==> src/rtl/fi_pkg.sv <==
// Shared types and constants for the fault-injection controller.
package fi_pkg;

   typedef enum logic [2:0] {
      IDLE,
      ARMED,
      INJECT,
      WAIT_DET,
      DONE
   } fi_state_e;

   typedef enum logic [1:0] {
      MODE_FLIP     = 2'd0,
      MODE_PATTERN  = 2'd1,
      MODE_ZERO     = 2'd2,
      MODE_FLIP_ALT = 2'd3
   } fi_mode_e;

   localparam logic [31:0] LFSR_POLY    = 32'h8020_0003;
   localparam logic [31:0] DEFAULT_SEED = 32'hACE1_0001;

   // Replacement instruction words: mul, srai, blt
   localparam logic [31:0] DEFAULT_PATTERNS [3] = '{32'h02A5_0533, 32'h4015_5513, 32'hFEA0_48E3};

endpackage

==> src/rtl/fi_lfsr.sv <==
// Galois LFSR (right-shifting) with synchronous reset to a non-zero seed.
module fi_lfsr
   import fi_pkg::*;
#(
   parameter int               WIDTH = 32,
   parameter logic [WIDTH-1:0] POLY  = WIDTH'(LFSR_POLY),
   parameter logic [WIDTH-1:0] SEED  = WIDTH'(DEFAULT_SEED)
) (
   input  logic             clk_i,
   input  logic             rst_i,
   input  logic             advance_i,
   output logic [WIDTH-1:0] state_o
);

   always_ff @(posedge clk_i) begin
      if (rst_i) begin
         state_o <= SEED;
      end else if (advance_i) begin
         state_o <= (state_o >> 1) ^ (state_o[0] ? POLY : '0);
      end
   end

   assert property (@(posedge clk_i) disable iff (rst_i) state_o != '0);

endmodule

==> src/rtl/fault_inject_ctrl.sv <==
// Fault-injection controller: corrupts one fetch channel per injection and
// tallies detected / missed faults per campaign against the FT-manager flag.
module fault_inject_ctrl
   import fi_pkg::*;
#(
   parameter int          N_CH               = 2,
   parameter int          DATA_W             = 32,
   parameter int          ADDR_W             = 32,
   parameter int          MAX_FAULTS         = 10,
   parameter int          DET_TIMEOUT        = 16,
   parameter int          NUM_PAT            = 3,
   parameter logic [31:0] PATTERNS [NUM_PAT] = DEFAULT_PATTERNS,
   parameter logic [31:0] SEED               = DEFAULT_SEED,
   parameter int          CNT_W              = 8,
   localparam int         CH_W               = (N_CH > 1) ? $clog2(N_CH) : 1
) (
   input  logic                     clk_i,
   input  logic                     rst_i,
   input  logic                     enable_i,
   input  logic                     start_i,
   input  logic [1:0]               mode_i,
   input  logic [7:0]               prob_i,
   input  logic [ADDR_W-1:0]        addr_limit_i,
   input  logic [ADDR_W-1:0]        addr_i,
   input  logic [N_CH*DATA_W-1:0]   data_i,
   output logic [N_CH*DATA_W-1:0]   data_o,
   input  logic                     error_i,
   output logic                     busy_o,
   output logic                     done_o,
   output logic [CNT_W-1:0]         inj_cnt_o,
   output logic [CNT_W-1:0]         det_cnt_o,
   output logic [CNT_W-1:0]         miss_cnt_o,
   output logic [CH_W-1:0]          last_ch_o
);

   localparam int BIT_W = (DATA_W > 1) ? $clog2(DATA_W) : 1;
   localparam int PAT_W = (NUM_PAT > 1) ? $clog2(NUM_PAT) : 1;
   localparam int TMR_W = (DET_TIMEOUT > 1) ? $clog2(DET_TIMEOUT) : 1;

   fi_state_e         state, next_state;
   logic [31:0]       lfsr;
   logic              lfsr_unused;
   logic [CH_W-1:0]   sel_ch;
   logic [BIT_W-1:0]  sel_bit;
   logic [PAT_W-1:0]  sel_pat;
   logic [TMR_W-1:0]  timer;
   logic [CNT_W-1:0]  inj_inc;
   logic              eligible, last_inj, at_max;
   logic              do_clear, do_capture, do_det, do_miss;
   logic [DATA_W-1:0] clean_word, bad_word;
   int                diff_cnt;

   function automatic logic [CNT_W-1:0] sat_inc(input logic [CNT_W-1:0] v);
      return (v == '1) ? v : v + 1'b1;
   endfunction

   fi_lfsr #(.WIDTH(32), .POLY(LFSR_POLY), .SEED(SEED)) u_lfsr (
      .clk_i     (clk_i),
      .rst_i     (rst_i),
      .advance_i (state != IDLE),
      .state_o   (lfsr)
   );

   // Not every LFSR bit feeds a selector for small N_CH / DATA_W.
   assign lfsr_unused = ^lfsr;

   assign eligible = (addr_i < addr_limit_i) && ((prob_i == 8'hFF) || (lfsr[7:0] < prob_i));
   assign inj_inc  = sat_inc(inj_cnt_o);
   assign last_inj = (inj_inc == CNT_W'(MAX_FAULTS));
   assign at_max   = (inj_cnt_o == CNT_W'(MAX_FAULTS));

   always_ff @(posedge clk_i) begin
      if (rst_i) begin
         state <= IDLE;
      end else begin
         state <= next_state;
      end
   end

   // Dropping enable_i aborts to IDLE, but an INJECT cycle still gets accounted.
   always_comb begin
      next_state = state;
      do_clear   = 1'b0;
      do_capture = 1'b0;
      do_det     = 1'b0;
      do_miss    = 1'b0;
      case (state)
         IDLE, DONE: begin
            if (start_i && enable_i) begin
               next_state = ARMED;
               do_clear   = 1'b1;
            end
         end
         ARMED: begin
            if (eligible) begin
               next_state = INJECT;
               do_capture = 1'b1;
            end
         end
         INJECT: begin
            if (error_i) begin
               do_det     = 1'b1;
               next_state = last_inj ? DONE : ARMED;
            end else begin
               next_state = WAIT_DET;
            end
         end
         WAIT_DET: begin
            if (error_i) begin
               do_det     = 1'b1;
               next_state = at_max ? DONE : ARMED;
            end else if (timer == TMR_W'(DET_TIMEOUT - 1)) begin
               do_miss    = 1'b1;
               next_state = at_max ? DONE : ARMED;
            end
         end
         default: next_state = IDLE;
      endcase
      if (!enable_i) begin
         next_state = IDLE;
         do_clear   = 1'b0;
         do_capture = 1'b0;
         if (state != INJECT) begin
            do_det  = 1'b0;
            do_miss = 1'b0;
         end
      end
   end

   always_comb begin
      clean_word = data_i[int'(sel_ch) * DATA_W +: DATA_W];
      case (fi_mode_e'(mode_i))
         MODE_PATTERN: bad_word = DATA_W'(PATTERNS[sel_pat]);
         MODE_ZERO:    bad_word = '0;
         default:      bad_word = clean_word ^ (DATA_W'(1) << sel_bit);
      endcase
      data_o = data_i;
      if (state == INJECT) begin
         data_o[int'(sel_ch) * DATA_W +: DATA_W] = bad_word;
      end
      busy_o = (state == ARMED) || (state == INJECT) || (state == WAIT_DET);
      done_o = (state == DONE);
   end

   // Selectors are frozen when an injection is committed so INJECT sees a stable target.
   always_ff @(posedge clk_i) begin
      if (rst_i) begin
         inj_cnt_o  <= '0;
         det_cnt_o  <= '0;
         miss_cnt_o <= '0;
         last_ch_o  <= '0;
         timer      <= '0;
         sel_ch     <= '0;
         sel_bit    <= '0;
         sel_pat    <= '0;
      end else begin
         if (do_clear) begin
            inj_cnt_o  <= '0;
            det_cnt_o  <= '0;
            miss_cnt_o <= '0;
         end else begin
            if (state == INJECT) begin
               inj_cnt_o <= inj_inc;
               last_ch_o <= sel_ch;
            end
            if (do_det) begin
               det_cnt_o <= sat_inc(det_cnt_o);
            end
            if (do_miss) begin
               miss_cnt_o <= sat_inc(miss_cnt_o);
            end
         end
         if (state == INJECT) begin
            timer <= '0;
         end else if (state == WAIT_DET) begin
            timer <= timer + 1'b1;
         end
         if (do_capture) begin
            sel_ch  <= (N_CH > 1) ? lfsr[8 +: CH_W] : '0;
            sel_bit <= BIT_W'(32'(lfsr[16 +: BIT_W]) % DATA_W);
            sel_pat <= PAT_W'(32'(lfsr[31:24]) % NUM_PAT);
         end
      end
   end

   always_comb begin
      diff_cnt = 0;
      for (int c = 0; c < N_CH; c++) begin
         if (data_o[c*DATA_W +: DATA_W] != data_i[c*DATA_W +: DATA_W]) begin
            diff_cnt = diff_cnt + 1;
         end
      end
   end

   assert property (@(posedge clk_i) disable iff (rst_i) diff_cnt <= 1);
   assert property (@(posedge clk_i) disable iff (rst_i)
      ({1'b0, det_cnt_o} + {1'b0, miss_cnt_o}) <= {1'b0, inj_cnt_o});

endmodule
==> config.mk <==
export PLATFORM = sky130hd
export DESIGN_NAME = fault_inject_ctrl
export DESIGN_NICKNAME = d
export VERILOG_FILES = /design/src/rtl/fi_pkg.sv /design/src/rtl/fi_lfsr.sv /design/src/rtl/fault_inject_ctrl.sv
export SDC_FILE = /design/constraint.sdc
export NUM_CORES = 1
export LEC_CHECK = 0
export BUFFER_PORTS_ARGS = -buffer_cell sky130_fd_sc_hd__buf_4
export CELL_PAD_IN_SITES_DETAIL_PLACEMENT = 1
export CELL_PAD_IN_SITES_GLOBAL_PLACEMENT = 1
export CORE_ASPECT_RATIO = 0.6
export CORE_MARGIN = 2
export CORE_UTILIZATION = 32
export DETAILED_ROUTE_END_ITERATION = 6
export PLACE_DENSITY = 0.79
export REMOVE_ABC_BUFFERS = 1
export SYNTH_ARGS = -nofsm -noshare
export SYNTH_HDL_FRONTEND = slang
export SYNTH_SLANG_ARGS = --single-unit
==> constraint.sdc <==
create_clock -name clk_i -period 3.7 [get_ports clk_i]
set_clock_uncertainty 0.05 [all_clocks]
set_input_delay 0.185 -clock clk_i [delete_from_list [all_inputs] [get_ports clk_i]]
set_output_delay 0.185 -clock clk_i [all_outputs]
set_load 0.03 [all_outputs]
==> After elaboration in Yosys (flattened, before gate mapping) <==
Index checks and enable logic that the tools add are counted.
{ "totals": {"reg_bits": 72, "rom_bits": 0, "latchBits": 0, "in_bits": 143, "wordCells": 94, "memories": 0, "out_inout_bits": 91, "mem_bits_rw": 0} }
{ "op_classes": {"addsub": 5, "n_eq_ne": 17, "order_cmp": 3, "n_div": 1, "n_mul": 0, "mux": 31, "bitwise": 7, "reduce_logical": 16, "n_shift": 4} }
{ "op_table": {"columns": ["op", "n"], "rows": [
  ["$mux 32", 3],
  ["$bmux 32 s2", 1],
  ["$bwmux 64", 1],
  ["$mux 64", 1],
  ["$pmux 32 s2", 1],
  ["$shift 32x33->64 const A", 1],
  ["$shiftx 32x33->64", 1],
  ["$shiftx 64x7->32", 1],
  ["$neg 6->33", 1],
  ["$eq 8x8->1 const B", 4],
  ["$lt 32x32->1", 1],
  ["$mod 8x2->32 const B", 1],
  ["$shl 1x5->32 const A", 1],
  ["$xor 31x32->32", 1],
  ["$xor 32x32->32", 1],
  ["$add 8x1->8 const B", 3],
  ["$mux 3", 7],
  ["$eq 8x4->1 const B", 2],
  ["$mux 1", 15],
  ["$pmux 3 s4", 1],
  ["$reduce_or 2->1", 5],
  ["$lt 8x8->1", 1],
  ["$mux 8", 1],
  ["$eq 3x2->1 const B", 2],
  ["other kinds (18)", 27]
]} }

==> Depth between registers and ports, before layout <==
{ "logic_depth": {"ltp_word": 8, "ltp_mapped": 20, "depth_no_buf": 18} }

==> Cells and area by module <==
A second synthesis with hierarchy kept.
{ "unflattened": {"cells_unflattened": 878, "area_unflattened_um2": 6485.0} }
{ "by_module_without_submodules": {"columns": ["module", "n_inst", "cells_per_inst", "area_each_um2", "seq_area_each_um2"], "rows": [
  ["fault_inject_ctrl", 1, 771, 5311.3, 800.8],
  ["fi_lfsr", 1, 107, 1173.6, 640.6]
]} }

==> Least setup slack after synthesis <==
No wires, ideal clock.
{ "synth_timing": {"kind": "reg-to-reg", "start": "register u_lfsr.state_o[30]", "end": "register sel_pat[1]", "stages_incl_launch_ff": 20, "path_buffers": 2, "slack_ns": -0.332, "required_ns": 3.569, "arrival_time_ns": 3.901, "synth_period_minus_slack_ns": 4.032, "setup_ns": 0.081, "path_cell_list": "dfxtp_1 -> buf_2 -> clkbuf_1 -> ha_1 -> and3b_1 -> o21ai_2 -> a21oi_4 -> mux2_4 -> or3_1 -> nand2_1 -> inv_1 -> ha_1 -> a21oi_1 -> o211a_1 -> a31oi_1 -> a31o_2 -> ha_1 -> inv_1 -> or3_1 -> a41oi_1"} }
{ "synth_via": {"elab_chain_cells": 1} }
{ "synth_rtl": {"columns": ["element", "line", "rtl"], "rows": [
  ["start: declaration", "fi_lfsr.sv:12", "output logic [WIDTH-1:0] state_o"],
  ["start signal: assignment", "fi_lfsr.sv:19", "state_o <= (state_o >> 1) ^ (state_o[0] ? POLY : '0);"],
  ["$mod 8x2->32", "fault_inject_ctrl.sv:181", "sel_pat <= PAT_W'(32'(lfsr[31:24]) % NUM_PAT);"],
  ["end signal: assignment", "fault_inject_ctrl.sv:181", null],
  ["end: declaration", "fault_inject_ctrl.sv:45", "logic [PAT_W-1:0] sel_pat;"]
]} }
No other way between the ends.
A chain may end at the register's enable or synchronous reset.

==> Worst setup path after layout <==
{ "layout_timing": {"start": "register u_lfsr.state_o[31]", "end": "register sel_pat[1]"} }
Same word-level chain as after synthesis.

==> results by group <==
Power and ir drop
  – VDD IR max: between 0.15 and 0.2 mV
  – Sequential fraction of design power: 31.0%
  – PwrDens: 291 mW/mm^2
  – Switching share of power: around 34%
  – Pleak: 4.11 nW
  – Power Internal: 1.76 mW
  – Psw: between 0.8 and 0.9 mW
  – Clock power share: between 30% and 40%
  – Comb pwr share: 37.5%
  – Overall Power: 2.65 mW

CTS
  – CTS tree: yes
  – Max clock buf depth: 2
  – Root Driver: clkbuf_16
  – CTS Buf Count: 9
  – Hold_buf cts: 0
  – Clk_lat worst skew: ~0.34 ns
  – CTS sink count: 72
  – H-Tree Depth: 3
  – Clock Pin Slew Worst Setup and Hold Paths: 0.06 ns

Timing
  – Final WS setup: -0.0551 ns
  – Final setup vio count: 2
  – Slew Limit Fails: 0
  – Hold Violations, Final: 0
  – Slew @ Worst Pin: 1.08 ns
  – Final min period: 3.76 ns
  – RSZ-0062 raised after global routing: true
  – Period utilization: 101%
  – Rel. slew slack: 27.8%
  – Fmax: 266 MHz

Setup path
  – Worst setup SP type: flop
  – Critical path capture point type: flop
  – Worst EP required: 3.92 ns
  – Critical-path maximum fanout: 10
  – Critical path arrival: ~4.0 ns
  – WS Path Type: flop to flop
  – Reg2reg path depth: 18

Drt
  – Iteration-0 DRC Markers: 361
  – Total Wirelength: 23.6 mm
  – WL/cell: 16.7 um
  – DR DRC count: 0
  – Via count: 7365
  – Number of vias per cell: approximately 5.2
  – Final ANT Viol Nets: 0
  – First-pass iteration count of the detailed router: 4

Synthesis
  – Top FF cell, synth: dfxtp_1
  – Yosys warns: 0
  – Most frequent cell after synthesis: nand2_1
  – Avg Inst Size Synth: 7.18 um^2
  – Area contributors post-synth: dfxtp_1 (22%), ha_1 (10%), nand2_1 (8.4%)
  – Sequential area share after synthesis: roughly 22%
  – Mapped Area: between 0.006 and 0.007 mm^2
  – Synth top area share: approximately 22%
  – Post-synth EDFFs: 0
  – Largest area contributor in the netlist: dfxtp_1
  – Mapped Cells: slightly above 900
  – Asr flop ratio synth: 0%
  – Post-synth top cells: nand2_1 (145), dfxtp_1 (72), nor2_1 (72), a21oi_1 (69), o21ai_0 (69)
  – Synth cell types: 72
  – Synth Register Bits: between 70 and 80

Die
  – Die Span Y: 115 um
  – IO Count: 234
  – Core Region: 0.0200 mm^2
  – Die X: 188 um
  – Num rows: 40
  – Starting Density: 32.6%
  – Die area: 0.0216 mm^2

Placement
  – DP Cell Count: 1387
  – HPWL after DPL: 18.4 mm
  – Gpl congestion: 0.825
  – IO Port Bufs: around 230

Finish
  – Multi-input logic area: 0.00478 mm^2
  – ANT cells: 0
  – Layout fillers: 2479
  – Non-filler cells, final: about 1400
  – P&R area growth vs syn: 39.5%
  – Final Core Density: between 40% and 50%
  – Register area: 0.00145 mm^2
  – Share of cells above drive strength 1: 27.9%
  – Nets@finish: 1329

GRT
  – Total GRT Usage: a little over a fifth
  – Initial antenna violation count: 0
  – Pin count of the biggest net entering global routing: 65
  – Vias in the first global route: 7425
  – GRT overflow: 0
  – First-pass GRT wire length: 38.3 mm

Hold path
  – WHS Path Cells: 3
  – Worst Hold Class: primary input to flop

Run
  – Max Cap Viol: 0

Outcome
  – Status: finished with violations
  – Failing checks: setup timing
-- logic make-up after synthesis --
logic type	synth area share [%]
AO/OA/AOI/OAI	24.3
flip-flops	22.1
XOR/XNOR	5.24
multiplexers	5.51
adder cells (fa/ha/maj)	9.98
buffers and inverters	6.34
AND/OR/NAND/NOR	26.5
-- cell usage in the layout (no fill, tap or decap), types with 3 or more instances in the layout --
| master | n |
|---|---|
| ha_1 | 49 |
| a21oi_1 | 68 |
| nor3_2 | 3 |
| dfxtp_1 | 70 |
| buf_4 | 267 |
| xor2_1 | 24 |
| inv_1 | 52 |
| mux2i_1 | 33 |
| and3_1 | 7 |
| a22oi_1 | 3 |
| a211oi_1 | 8 |
| nand3_1 | 16 |
| ha_4 | 3 |
| nor3_1 | 35 |
| a31oi_1 | 3 |
| or3_1 | 11 |
| o21ai_0 | 69 |
| a311o_1 | 3 |
| nor2b_1 | 13 |
| and2_1 | 4 |
| xnor2_1 | 15 |
| a21o_1 | 22 |
| nand2_1 | 143 |
| nand3b_1 | 7 |
| a211o_1 | 8 |
| clkbuf_8 | 3 |
| nor2_1 | 71 |
| nand2b_1 | 11 |
| clkbuf_16 | 9 |
| a22o_1 | 18 |
| nor4b_1 | 3 |
| nor3b_1 | 4 |
| nand4_1 | 16 |
-- registers in the layout (all words and copies together) (netlist names), named ones only --
name	flops
timer	4
miss_cnt_o	8
last_ch_o	1
sel_pat	2
state	3
sel_ch	1
sel_bit	5
det_cnt_o	8
u_lfsr.state_o	32
inj_cnt_o	7
-- routing by layer --
metal / vias to the layer above / GRT usage (%) / part of all wire [%]
met1: 3555 / 31.2 / 50
li1: 3651 / - / -
met5: - / 0 / 0
met3: 19 / 4.26 / 5.0
met4: 0 / 3.20 / 0.91
met2: 140 / 33.7 / 44
-- repair_timing --
item / CTS / global route
pin swaps: 4 / 8
setup endpoints to repair: 2 / 2
resized for setup: 11 / 15
setup buffers: 4 / 5
-- power by group through the flow --
stage	registers [mW]	clock network (mW)	logic, mW
floorplan	0.838	0	0.522
global placement	0.832	0	0.883
detailed placement	0.833	0	0.911
CTS	0.818	0.849	0.938
global route	0.822	0.891	1.08
finish	0.819	0.835	0.992
-- final timing paths --
check / slack (ns) / end / from
setup / recovery: -0.06 / sel_pat[1] / u_lfsr.state_o[31]
hold reg to reg: 0.41 / u_lfsr.state_o[12] / u_lfsr.state_o[12]
setup reg to reg: -0.06 / sel_pat[1] / u_lfsr.state_o[31]
hold / removal: 0.11 / state[2] / enable_i
-- stage by stage --
step / hold slack [ns] / setup TNS, ns / setup slack (ns) / instance area (um^2)
after floorplan: 0.204 / -0.557 / -0.291 / 6300
after global placement: 0.390 / -0.0851 / -0.0462 / 8600
after detailed placement: 0.395 / -0.234 / -0.120 / 8600
after CTS: 0.0975 / 0 / 0.00129 / 8970
after global routing: 0.104 / -0.289 / -0.146 / 9090
final: 0.105 / -0.104 / -0.0551 / 9090
-- layout make-up --
| class | count | area share, % |
|---|---|---|
| multi-input combinational | 729 | 52.6 |
| tap | 273 | 3.76 |
| clock inverter | 2 | 0.138 |
| timing repair buffer | 269 | 22.4 |
| clock buffer | 14 | 3.01 |
| inverter | 53 | 2.19 |
| sequential | 72 | 15.9 |
-- critical path: stages, from the launching register on --
cell	delay (ns)
dfxtp_4	0.36
buf_12	0.14
or4b_4	0.50
o21ai_4	0.10
a21oi_4	0.05
mux2_4	0.33
or3_4	0.34
nand2_2	0.08
inv_2	0.04
ha_4	0.15
a21oi_2	0.09
o211a_1	0.20
and3_4	0.19
a31o_4	0.15
ha_4	0.12
nor2_2	0.04
o21a_2	0.15
or3_4	0.40
a41oi_2	0.18
(Power assumes the default switching activity.)
